--- src/rtl/vga_timing_pkg.sv ---
// VGA 640x480 timing constants and receive-monitor state encoding, shared
// by the VGA output block and the receive monitor.
package vga_timing_pkg;

   localparam int H_SYNC  = 96;
   localparam int H_BACK  = 48;
   localparam int H_DISP  = 640;
   localparam int H_FRONT = 16;
   localparam int V_SYNC  = 2;
   localparam int V_BACK  = 29;
   localparam int V_DISP  = 480;
   localparam int V_FRONT = 10;

   localparam int H_TOTAL = H_SYNC + H_BACK + H_DISP + H_FRONT;
   localparam int V_TOTAL = V_SYNC + V_BACK + V_DISP + V_FRONT;

   typedef enum logic [1:0] {
      HUNT   = 2'd0,
      SYNC   = 2'd1,
      LOCKED = 2'd2
   } mon_state_e;

endpackage

--- src/rtl/vga_sync_edge.sv ---
// Input register for HS/VS/RGB plus falling-edge detection on the registered
// sync copies. Syncs reset high (idle) so reset release never looks like an edge.
module vga_sync_edge (
   input  logic        clk_i,
   input  logic        rst_ni,
   input  logic        hs_i,
   input  logic        vs_i,
   input  logic [3:0]  r_i,
   input  logic [3:0]  g_i,
   input  logic [3:0]  b_i,
   output logic        hs_fall_o,
   output logic        vs_fall_o,
   output logic [11:0] rgb_o
);

   logic        hs_q, hs_prev_q, vs_q, vs_prev_q;
   logic [11:0] rgb_q;

   always_ff @(posedge clk_i or negedge rst_ni) begin
      if (!rst_ni) begin
         hs_q      <= 1'b1;
         hs_prev_q <= 1'b1;
         vs_q      <= 1'b1;
         vs_prev_q <= 1'b1;
         rgb_q     <= '0;
      end else begin
         hs_q      <= hs_i;
         hs_prev_q <= hs_q;
         vs_q      <= vs_i;
         vs_prev_q <= vs_q;
         rgb_q     <= {r_i, g_i, b_i};
      end
   end

   assign hs_fall_o = hs_prev_q & ~hs_q;
   assign vs_fall_o = vs_prev_q & ~vs_q;
   assign rgb_o     = rgb_q;

endmodule

--- src/rtl/vga_rx_monitor.sv ---
// VGA receive monitor: recovers h/v position from sync edges, qualifies line and
// frame timing, emits active pixels with coordinates and a per-frame checksum.
module vga_rx_monitor
   import vga_timing_pkg::*;
#(
   parameter int P_H_SYNC  = H_SYNC,
   parameter int P_H_BACK  = H_BACK,
   parameter int P_H_DISP  = H_DISP,
   parameter int P_H_FRONT = H_FRONT,
   parameter int P_V_SYNC  = V_SYNC,
   parameter int P_V_BACK  = V_BACK,
   parameter int P_V_DISP  = V_DISP,
   parameter int P_V_FRONT = V_FRONT
) (
   input  logic        clk_i,
   input  logic        rst_ni,
   input  logic        hs_i,
   input  logic        vs_i,
   input  logic [3:0]  r_i,
   input  logic [3:0]  g_i,
   input  logic [3:0]  b_i,
   input  logic        clr_i,
   output logic        locked_o,
   output logic        px_valid_o,
   output logic [9:0]  px_x_o,
   output logic [8:0]  px_y_o,
   output logic [11:0] px_rgb_o,
   output logic        frame_done_o,
   output logic [15:0] frame_sum_o,
   output logic        err_hline_o,
   output logic        err_vframe_o,
   output logic [7:0]  err_cnt_o,
   output mon_state_e  state_o
);

   localparam int H_TOT   = P_H_SYNC + P_H_BACK + P_H_DISP + P_H_FRONT;
   localparam int V_TOT   = P_V_SYNC + P_V_BACK + P_V_DISP + P_V_FRONT;
   localparam int H_ACT_S = P_H_SYNC + P_H_BACK;
   localparam int H_ACT_E = H_TOT - P_H_FRONT;
   localparam int V_ACT_S = P_V_SYNC + P_V_BACK;
   localparam int V_ACT_E = V_TOT - P_V_FRONT;

   logic        hs_fall, vs_fall;
   logic [11:0] rgb;

   vga_sync_edge u_sync_edge (
      .clk_i     (clk_i),
      .rst_ni    (rst_ni),
      .hs_i      (hs_i),
      .vs_i      (vs_i),
      .r_i       (r_i),
      .g_i       (g_i),
      .b_i       (b_i),
      .hs_fall_o (hs_fall),
      .vs_fall_o (vs_fall),
      .rgb_o     (rgb)
   );

   mon_state_e  state_q, state_d;
   logic [10:0] h_q, h_d;
   logic [9:0]  v_q, v_d;
   logic [15:0] acc_q, acc_d, sum_q, sum_d;
   logic [9:0]  px_x_q, px_x_d;
   logic [8:0]  px_y_q, px_y_d;
   logic [11:0] px_rgb_q, px_rgb_d;
   logic [7:0]  err_cnt_q, err_cnt_d;
   logic        frame_ok_q, frame_ok_d;
   logic        locked_q, px_valid_q, px_valid_d, frame_done_q, frame_done_d;
   logic        err_h_q, err_v_q, err_h, err_v, err, active;

   // h_q/v_q hold the position of the previous sample; h_d/v_d that of the sample now in rgb.
   always_comb begin
      h_d          = h_q;
      v_d          = v_q;
      err_h        = 1'b0;
      err_v        = 1'b0;
      state_d      = state_q;
      frame_ok_d   = frame_ok_q;
      frame_done_d = 1'b0;
      acc_d        = acc_q;
      sum_d        = sum_q;
      px_valid_d   = 1'b0;
      px_x_d       = px_x_q;
      px_y_d       = px_y_q;
      px_rgb_d     = px_rgb_q;
      err_cnt_d    = err_cnt_q;

      if (hs_fall)                h_d = '0;
      else if (h_q != 11'h7FF)    h_d = h_q + 11'd1;
      if (vs_fall)                           v_d = '0;
      else if (hs_fall && v_q != 10'h3FF)    v_d = v_q + 10'd1;

      // No timing reference exists until the first VS fall, so HUNT never reports errors.
      if (state_q != HUNT) begin
         err_h = (hs_fall && h_q != 11'(H_TOT - 1)) || (!hs_fall && h_q == 11'h7FE);
         err_v = (vs_fall && v_q != 10'(V_TOT - 1)) ||
                 (hs_fall && !vs_fall && v_q == 10'h3FE);
      end
      err = err_h | err_v;

      active = (h_d >= 11'(H_ACT_S)) && (h_d < 11'(H_ACT_E)) &&
               (v_d >= 10'(V_ACT_S)) && (v_d < 10'(V_ACT_E));

      case (state_q)
         HUNT:    if (vs_fall) state_d = SYNC;
         SYNC:    if (err) state_d = HUNT; else if (vs_fall) state_d = LOCKED;
         LOCKED:  if (err) state_d = HUNT;
         default: state_d = HUNT;
      endcase

      // frame_ok_q: the frame in progress started in LOCKED and has seen no error.
      frame_done_d = vs_fall && (state_q == LOCKED) && !err && frame_ok_q;
      if (vs_fall) frame_ok_d = (state_d == LOCKED);
      else         frame_ok_d = frame_ok_q & ~err;
      if (frame_done_d) sum_d = acc_q;

      if (vs_fall)     acc_d = '0;
      else if (active) acc_d = acc_q + {4'b0, rgb};

      px_valid_d = active && (state_q == LOCKED);
      if (px_valid_d) begin
         px_x_d   = 10'(h_d - 11'(H_ACT_S));
         px_y_d   = 9'(v_d - 10'(V_ACT_S));
         px_rgb_d = rgb;
      end

      if (clr_i)                          err_cnt_d = '0;
      else if (err && err_cnt_q != 8'hFF) err_cnt_d = err_cnt_q + 8'd1;
   end

   always_ff @(posedge clk_i or negedge rst_ni) begin
      if (!rst_ni) begin
         state_q      <= HUNT;
         h_q          <= '0;
         v_q          <= '0;
         acc_q        <= '0;
         sum_q        <= '0;
         frame_ok_q   <= 1'b0;
         frame_done_q <= 1'b0;
         px_valid_q   <= 1'b0;
         px_x_q       <= '0;
         px_y_q       <= '0;
         px_rgb_q     <= '0;
         err_h_q      <= 1'b0;
         err_v_q      <= 1'b0;
         err_cnt_q    <= '0;
         locked_q     <= 1'b0;
      end else begin
         state_q      <= state_d;
         h_q          <= h_d;
         v_q          <= v_d;
         acc_q        <= acc_d;
         sum_q        <= sum_d;
         frame_ok_q   <= frame_ok_d;
         frame_done_q <= frame_done_d;
         px_valid_q   <= px_valid_d;
         px_x_q       <= px_x_d;
         px_y_q       <= px_y_d;
         px_rgb_q     <= px_rgb_d;
         err_h_q      <= err_h;
         err_v_q      <= err_v;
         err_cnt_q    <= err_cnt_d;
         locked_q     <= (state_d == LOCKED);
      end
   end

   assign locked_o     = locked_q;
   assign px_valid_o   = px_valid_q;
   assign px_x_o       = px_x_q;
   assign px_y_o       = px_y_q;
   assign px_rgb_o     = px_rgb_q;
   assign frame_done_o = frame_done_q;
   assign frame_sum_o  = sum_q;
   assign err_hline_o  = err_h_q;
   assign err_vframe_o = err_v_q;
   assign err_cnt_o    = err_cnt_q;
   assign state_o      = state_q;

endmodule

--- config.mk ---
export PLATFORM = sky130hd
export DESIGN_NAME = vga_rx_monitor
export DESIGN_NICKNAME = d
export VERILOG_FILES = /design/src/rtl/vga_timing_pkg.sv /design/src/rtl/vga_sync_edge.sv /design/src/rtl/vga_rx_monitor.sv
export SDC_FILE = /design/constraint.sdc
export NUM_CORES = 1
export LEC_CHECK = 0
export CAP_MARGIN = 20
export CORE_ASPECT_RATIO = 0.8
export CORE_MARGIN = 5
export CORE_UTILIZATION = 41
export DETAILED_ROUTE_END_ITERATION = 12
export MAX_ROUTING_LAYER = met4
export PLACE_DENSITY = 0.64
export SLEW_MARGIN = 20
export SYNTH_ARGS = -nofsm -noshare
export SYNTH_HDL_FRONTEND = slang
export SYNTH_SLANG_ARGS = --single-unit
export TNS_END_PERCENT = 100
--- constraint.sdc ---
create_clock -name clk_i -period 4.8 [get_ports clk_i]
set_input_delay 0.96 -clock clk_i [delete_from_list [all_inputs] [get_ports clk_i]]
set_output_delay 0.96 -clock clk_i [all_outputs]
set_load 0.02 [all_outputs]
==> results.cfg, run 1 <==
[clocking]
cts_resized = 0
post_cts_buffers = 0
numClockSinks = 116
cts_buffers = 17
clockRootBuffer = clkbuf_16
cts_tree = yes
ctsHoldBuffers = 0
cts_htree_levels = 4
clk_pin_slew_ns = 0.05
clock_path_buffers = 2
clock_latency_ns = 0.41

[global_route]
grt_overflow = 0
grt_pass1_wl_microns = 20700
antenna_found_initial = 0
grt_pass1_vias = 4110
grt_max_degree = 56
track_usage = 0.164

[floorplan]
start_util = 0.422
io_pins = 79
rows = 38
core_area_sq_um = 13600
fp.dieW_microns = 142
fp.dieArea_sq_um = 16500
chipHeight_microns = 116

[min_path]
worstHoldStart = u_sync_edge.vs_q
hold_class = flop to flop
hold_depth = 0
worstHoldEndpoint = u_sync_edge.vs_prev_q

[logic_synthesis]
ys_types = 68
synth_top_family_by_area = simple AND/OR/NAND/NOR gates
netlist_area_sq_um = 5760
yosys_warnings = 0
ys_ff_latch = 116
synth_xor_area_frac = 0.0441
synthFlopType = dfrtp_1
async_flop_share = 1.00
avgSynthCellArea_sq_um = 11.6
synth_compound_area_frac = 0.114
yosysSeqAreaShare = 0.505
synth_edf_count = 0
synth_adder_area_share = 0.0491
synth_mux_area_frac = 0.115
synthCells = 498
synth-simple-area-share = 0.137
synth_nets = 537

[status]
status = finished, final reports clean

[setup_path]
cp_slowest_cell = o41ai_1
path_max_fanout = 32
critPathArrivalTime_ns = 4.34
r2r_start = v_q[1]
r2r_cells = 11
startpoint = v_q[1]
rr_endpoint = px_rgb_o[11]
cp_common_cell = ha_1
path_cells = ha_1 -> nand2_1 -> o41ai_1 -> xnor2_1 -> nor2_1 -> ha_1 -> nand4_1 -> or4_1 -> nand3_2 -> or2_4 -> mux2_1
rrSetupSlack_ns = 0.75
end_kind = flop
critical_path_class = flop to flop
cp.required_ns = 5.09
slowest_delay_ns = 0.63
crit_path_start_kind = flop

[cells_and_area]
fillerInstances = 1155
fin_util = 0.534
drive_above_1_share = 0.165
antenna_cells = 0
nNetsFinal = 619
syn2layout_area_growth_pct = 26.6
multi_input_area_sq_um = 2650
layout.area.seq_sq_um = 2910

[placement]
dp_slack_ns = 0.479
place_congestion = 0.884
hpwl_microns = 8720
port_buffers = 78

[timing]
rsz0062_at_grt = no
fin_crit_ns = 4.05
worst_pin_slew_ns = 0.816
setup_ws_ns = 0.753
fin_skew_ns = 0.0124
timing.hold.ws_ns = 0.377
finalCritPeriodShare = 0.843
hold_violations = 0
slew_headroom = 0.449
tns_ns = 0
final-setup-viol-count = 0
drv_slew = 0
max_freq_ghz = 0.247

[pwr]
p_leak_nw = 3.39
peakVddDrop_mv = 0.283
p_per_area_nw_per_um2 = 365

[route]
drt_iter0_drc = 240
detail_route.first_pass.iterations = 4
vias_per_cell = 5.31
vias = 4102
drc_errors = 0
postRouteAntennaNets = 0
avgRoutedWirePerCell_microns = 16.4
drt-total-wl_microns = 12700

[run]
cap_violations = 0
## cells in the final DEF (no fill, tap or decap), drive strengths merged, types with 3 or more instances in the layout
master and n:
o311ai 4, a31oi 10, buf 7, mux2 46, and2 3, o21ai 28
a41oi 3, nand2b 4, nor3 14, dfstp 4, mux2i 4, clkinv 4
xnor2 16, ha 21, nor4 4, a21o 6, clkdlybuf4s50 77, nor2 32
nand2 27, a211oi 7, xor2 13, bufinv 3, dfrtp 112, and3 12
o31ai 3, inv 16, clkbuf 24, nor3b 3, o41ai 7, nand3 28
nand4 9, a21oi 11
## kinds of logic (layout without fill, tap and decap cells)
family | count (synthesis) | count (layout)
compound gates | 94 | 94
buf+inv | 37 | 132
flops | 116 | 116
mux | 50 | 50
fa+ha+maj | 22 | 22
xor+xnor | 29 | 29
simple gates | 150 | 150
## stage by stage
step	cell area, sq um	total power [mW]	std cells
finish	7290	2.66	773
CTS	7280	2.69	773
global route	7290	2.77	773
detailed placement	6660	1.36	741
global placement	6660	1.36	741
floorplan	5760	1.24	498
## worst max-delay path: cells and delay by family, from the launching register on
kind | cells | cell delay [ns]
flip-flops | 1 | 0.48
adder cells (fa/ha/maj) | 2 | 0.58
AND/OR/NAND/NOR | 6 | 1.74
XOR/XNOR | 1 | 0.12
multiplexers | 1 | 0.38
AO/OA/AOI/OAI | 1 | 0.63
## power breakdown
part / internal (mW) / switching [mW]
registers: 1.03 / 0.0632
clock network: 0.883 / 0.429
logic: 0.107 / 0.151
## routing by layer
layer  share of wire  wire length, microns  GRT usage
met5               0                     0          -
met1            0.49                  6250      0.225
met4           0.016                   204     0.0602
met2            0.43                  5510      0.231
met3           0.057                   729     0.0479
## worst max path at each step
stage | end | slack [ns] | depth (start not counted)
6_report | px_rgb_o[11] | 0.75 | 11
4_1_cts | px_rgb_o[11] | 0.44 | 11
5_1_grt | px_rgb_o[11] | 0.37 | 11
2_1_floorplan | px_x_o[1] | 1.48 | 14
3_3_place_gp | px_rgb_o[11] | 0.70 | 11
3_5_place_dp | px_y_o[8] | 0.48 | 11
## sequential cells by signal (all words and copies together) (netlist names)
signal,count
acc_q,16
frame_sum_o,16
px_rgb_o,12
u_sync_edge.rgb_o,12
h_q,11
px_x_o,10
v_q,10
px_y_o,9
err_cnt_o,8
state_o,2
err_hline_o,1
err_vframe_o,1
frame_done_o,1
frame_ok_q,1
locked_o,1
px_valid_o,1
u_sync_edge.hs_prev_q,1
u_sync_edge.hs_q,1
u_sync_edge.vs_prev_q,1
u_sync_edge.vs_q,1
## area by class of cell
cell class	instances	area share
sequential	116	0.399
multi-input combinational	345	0.363
timing repair buffer	84	0.113
clock buffer	24	0.0689
tap	180	0.0309
clock inverter	8	0.0167
inverter	16	0.00824
## synth_stat cells (all sizes together) (2+ instances only)
cell type,number,area (sq um)
and2,3,18.8
ha,21,263
nor4bb,2,20.0
nand2b,4,25.0
a21o,6,45.0
and4,2,17.5
nand4,9,56.3
o41ai,7,61.3
xor2,13,114
clkbuf,5,18.8
a41oi,3,33.8
o311ai,4,35.0
mux2,46,623
o21ai,28,144
or2,2,12.5
nand2,27,101
nor2,32,120
a21oi,11,55.1
nor4,4,25.0
inv,16,60.1
o21bai,2,15.0
nor3,14,80.1
xnor2,16,140
nand3,28,150
buf,16,126
dfstp,4,105
o21a,2,15.0
mux2i,4,40.0
o211ai,2,15.0
o31ai,3,22.5
dfrtp,112,2800
and3,12,75.1
a31oi,10,62.6
a211oi,7,62.6
nor2b,2,12.5
nor3b,3,27.5
Power figures use the tool's default switching activity.
==> run 2, diff against run 1 <==
--- a/config.mk
+++ b/config.mk
@@ -11,7 +11,7 @@
 export CORE_UTILIZATION = 41
 export DETAILED_ROUTE_END_ITERATION = 12
 export MAX_ROUTING_LAYER = met4
-export PLACE_DENSITY = 0.64
+export PLACE_DENSITY = 0.66
 export SLEW_MARGIN = 20
 export SYNTH_ARGS = -nofsm -noshare
 export SYNTH_HDL_FRONTEND = slang
==> constraint.sdc (replaced) <==
create_clock -name clk_i -period 3.4 [get_ports clk_i]
set_input_delay 0.68 -clock clk_i [delete_from_list [all_inputs] [get_ports clk_i]]
set_output_delay 0.68 -clock clk_i [all_outputs]
set_load 0.02 [all_outputs]
==> run 2 against run 1 <==
Net effect: sequential share of layout area is 1.4 points lower; routed wire length increased by 5.7%; combinational power increased by 62%; total power rose by 47%; worst setup slack got worse by 0.58 ns.
==> results.cfg, run 2 (synthesized netlist as in run 1, its figures left out) <==
[pwr]
p_per_area_nw_per_um2 = 518
total_power_mw = 3.91
peakVddDrop_mv = 0.370
p_leak_nw = 3.51

[cells_and_area]
nNetsFinal = 641
multi_input_area_sq_um = 2690
final_cell_mix = dfrtp_1, clkdlybuf4s50_1, nor2_1, mux2_4, nand2_1
layoutNonFillerInstCount = 795
antenna_cells = 0
syn2layout_area_growth_pct = 31.1
stdcell_area_sq_um = 7550
layout.area.seq_sq_um = 2910
layout_commonest_cell = dfrtp_1
fin_util = 0.553
fillerInstances = 1118
drive_above_1_share = 0.208

[route]
drt-met1-wl_microns = 6690
drc_errors = 0
vias_per_cell = 5.28
wl_met2_microns = 6040
postRouteAntennaNets = 0
drt_iter0_drc = 250
drt-total-wl_microns = 13400
detail_route.first_pass.iterations = 4
avgRoutedWirePerCell_microns = 16.9
vias = 4195
wl_met3_microns = 578
top_layer_used = met4

[timing]
drv_slew = 0
max_freq_ghz = 0.310
rsz0062_at_grt = yes
fin_skew_ns = 0.0108
final-setup-viol-count = 0
hold_violations = 0
tns_ns = 0
setup_ws_ns = 0.177
fin_crit_ns = 3.22
finalCritPeriodShare = 0.948
slew_headroom = 0.498
worst_pin_slew_ns = 0.749
timing.hold.ws_ns = 0.303

[global_route]
grt_max_degree = 66
grt_pass1_vias = 4292
grt_overflow = 0
grt_pass1_wl_microns = 22300
antenna_found_initial = 0
track_usage = 0.176

[floorplan]
fp.dieArea_sq_um = 16500
fp.dieW_microns = 142
chipHeight_microns = 116
start_util = 0.422
io_pins = 79
core_area_sq_um = 13600
rows = 38

[clocking]
cts_htree_levels = 4
ctsHoldBuffers = 0
clock_latency_ns = 0.41
clockRootBuffer = clkbuf_16
clk_pin_slew_ns = 0.05
cts_buffers = 17
numClockSinks = 116
cts_tree = yes
clock_path_buffers = 2

[setup_path]
critical_path_class = flop to flop
cp_slowest_cell = dfrtp_1
cpLargestDelayFamily = simple AND/OR/NAND/NOR gates
critPathArrivalTime_ns = 3.51
end_kind = flop
path_depth = 11
worst-path-buf-inv = 2
path_cells = ha_1 -> and4_1 -> buf_4 -> a211oi_4 -> ha_1 -> nand3_1 -> a31oi_1 -> nand3_2 -> or2_2 -> buf_6 -> mux2_4
r2r_cells = 11
slowest_delay_ns = 0.43
crit_path_start_kind = flop
path_max_fanout = 12
cp.required_ns = 3.69
cp_common_cell = ha_1

[placement]
place_inst = 763
place_congestion = 0.896
placed_area_sq_um = 6840
hpwl_microns = 9480
dp_slack_ns = 0.0994
port_buffers = 78

[status]
status = finished, final reports clean

[min_path]
hold_class = input pin to asynchronous set/reset pin

[run]
cap_violations = 0
run 2: final timing paths:
path                       slack (ns)                    end             start
hold reg to reg                  0.37  u_sync_edge.vs_prev_q  u_sync_edge.vs_q
hold / removal                   0.30           err_cnt_o[4]            rst_ni
setup / recovery                 0.18            px_rgb_o[3]            h_q[1]
setup reg to reg                 0.18            px_rgb_o[3]            h_q[1]
max in group asynchronous        2.29       u_sync_edge.vs_q            rst_ni
min in group clk_i               0.37  u_sync_edge.vs_prev_q  u_sync_edge.vs_q
run 2: final cells by class:
cell class,instances,share of cell area
Sequential cell,116,0.385
Timing Repair Buffer,106,0.135
Multi-Input combinational cell,345,0.356
Tap cell,180,0.0298
Clock inverter,15,0.0302
Clock buffer,17,0.0563
Inverter,16,0.00795
run 2: metal layers:
metal  up-vias  global-route usage
li1       2031                   -
met1      2056               0.251
met2        97               0.252
met3        11              0.0388
met4         0              0.0532
met5         -                   -
run 2: worst register-to-register path, stage by stage (launching register included):
cell and delay [ns]:
dfrtp_1 0.43, ha_1 0.26, and4_1 0.28, buf_4 0.19
a211oi_4 0.36, ha_1 0.23, nand3_1 0.08, a31oi_1 0.32
nand3_2 0.11, or2_2 0.33, buf_6 0.19, mux2_4 0.31
run 2: repair_timing:
item | 4_1_cts | 5_1_grt
endpoints found under the setup margin | 0 | 44
setup buffers | 0 | 0
resized for setup | 0 | 12
hold endpoints to repair | 0 | 0
run 2: power breakdown:
| part | internal (mW) | switching, mW | leakage, nW |
|---|---|---|---|
| Sequential | 1.45 | 0.0747 | 1.57 |
| Combinational | 0.182 | 0.237 | 1.64 |
| Clock | 1.31 | 0.666 | 0.303 |
| Total | 2.94 | 0.978 | 3.51 |
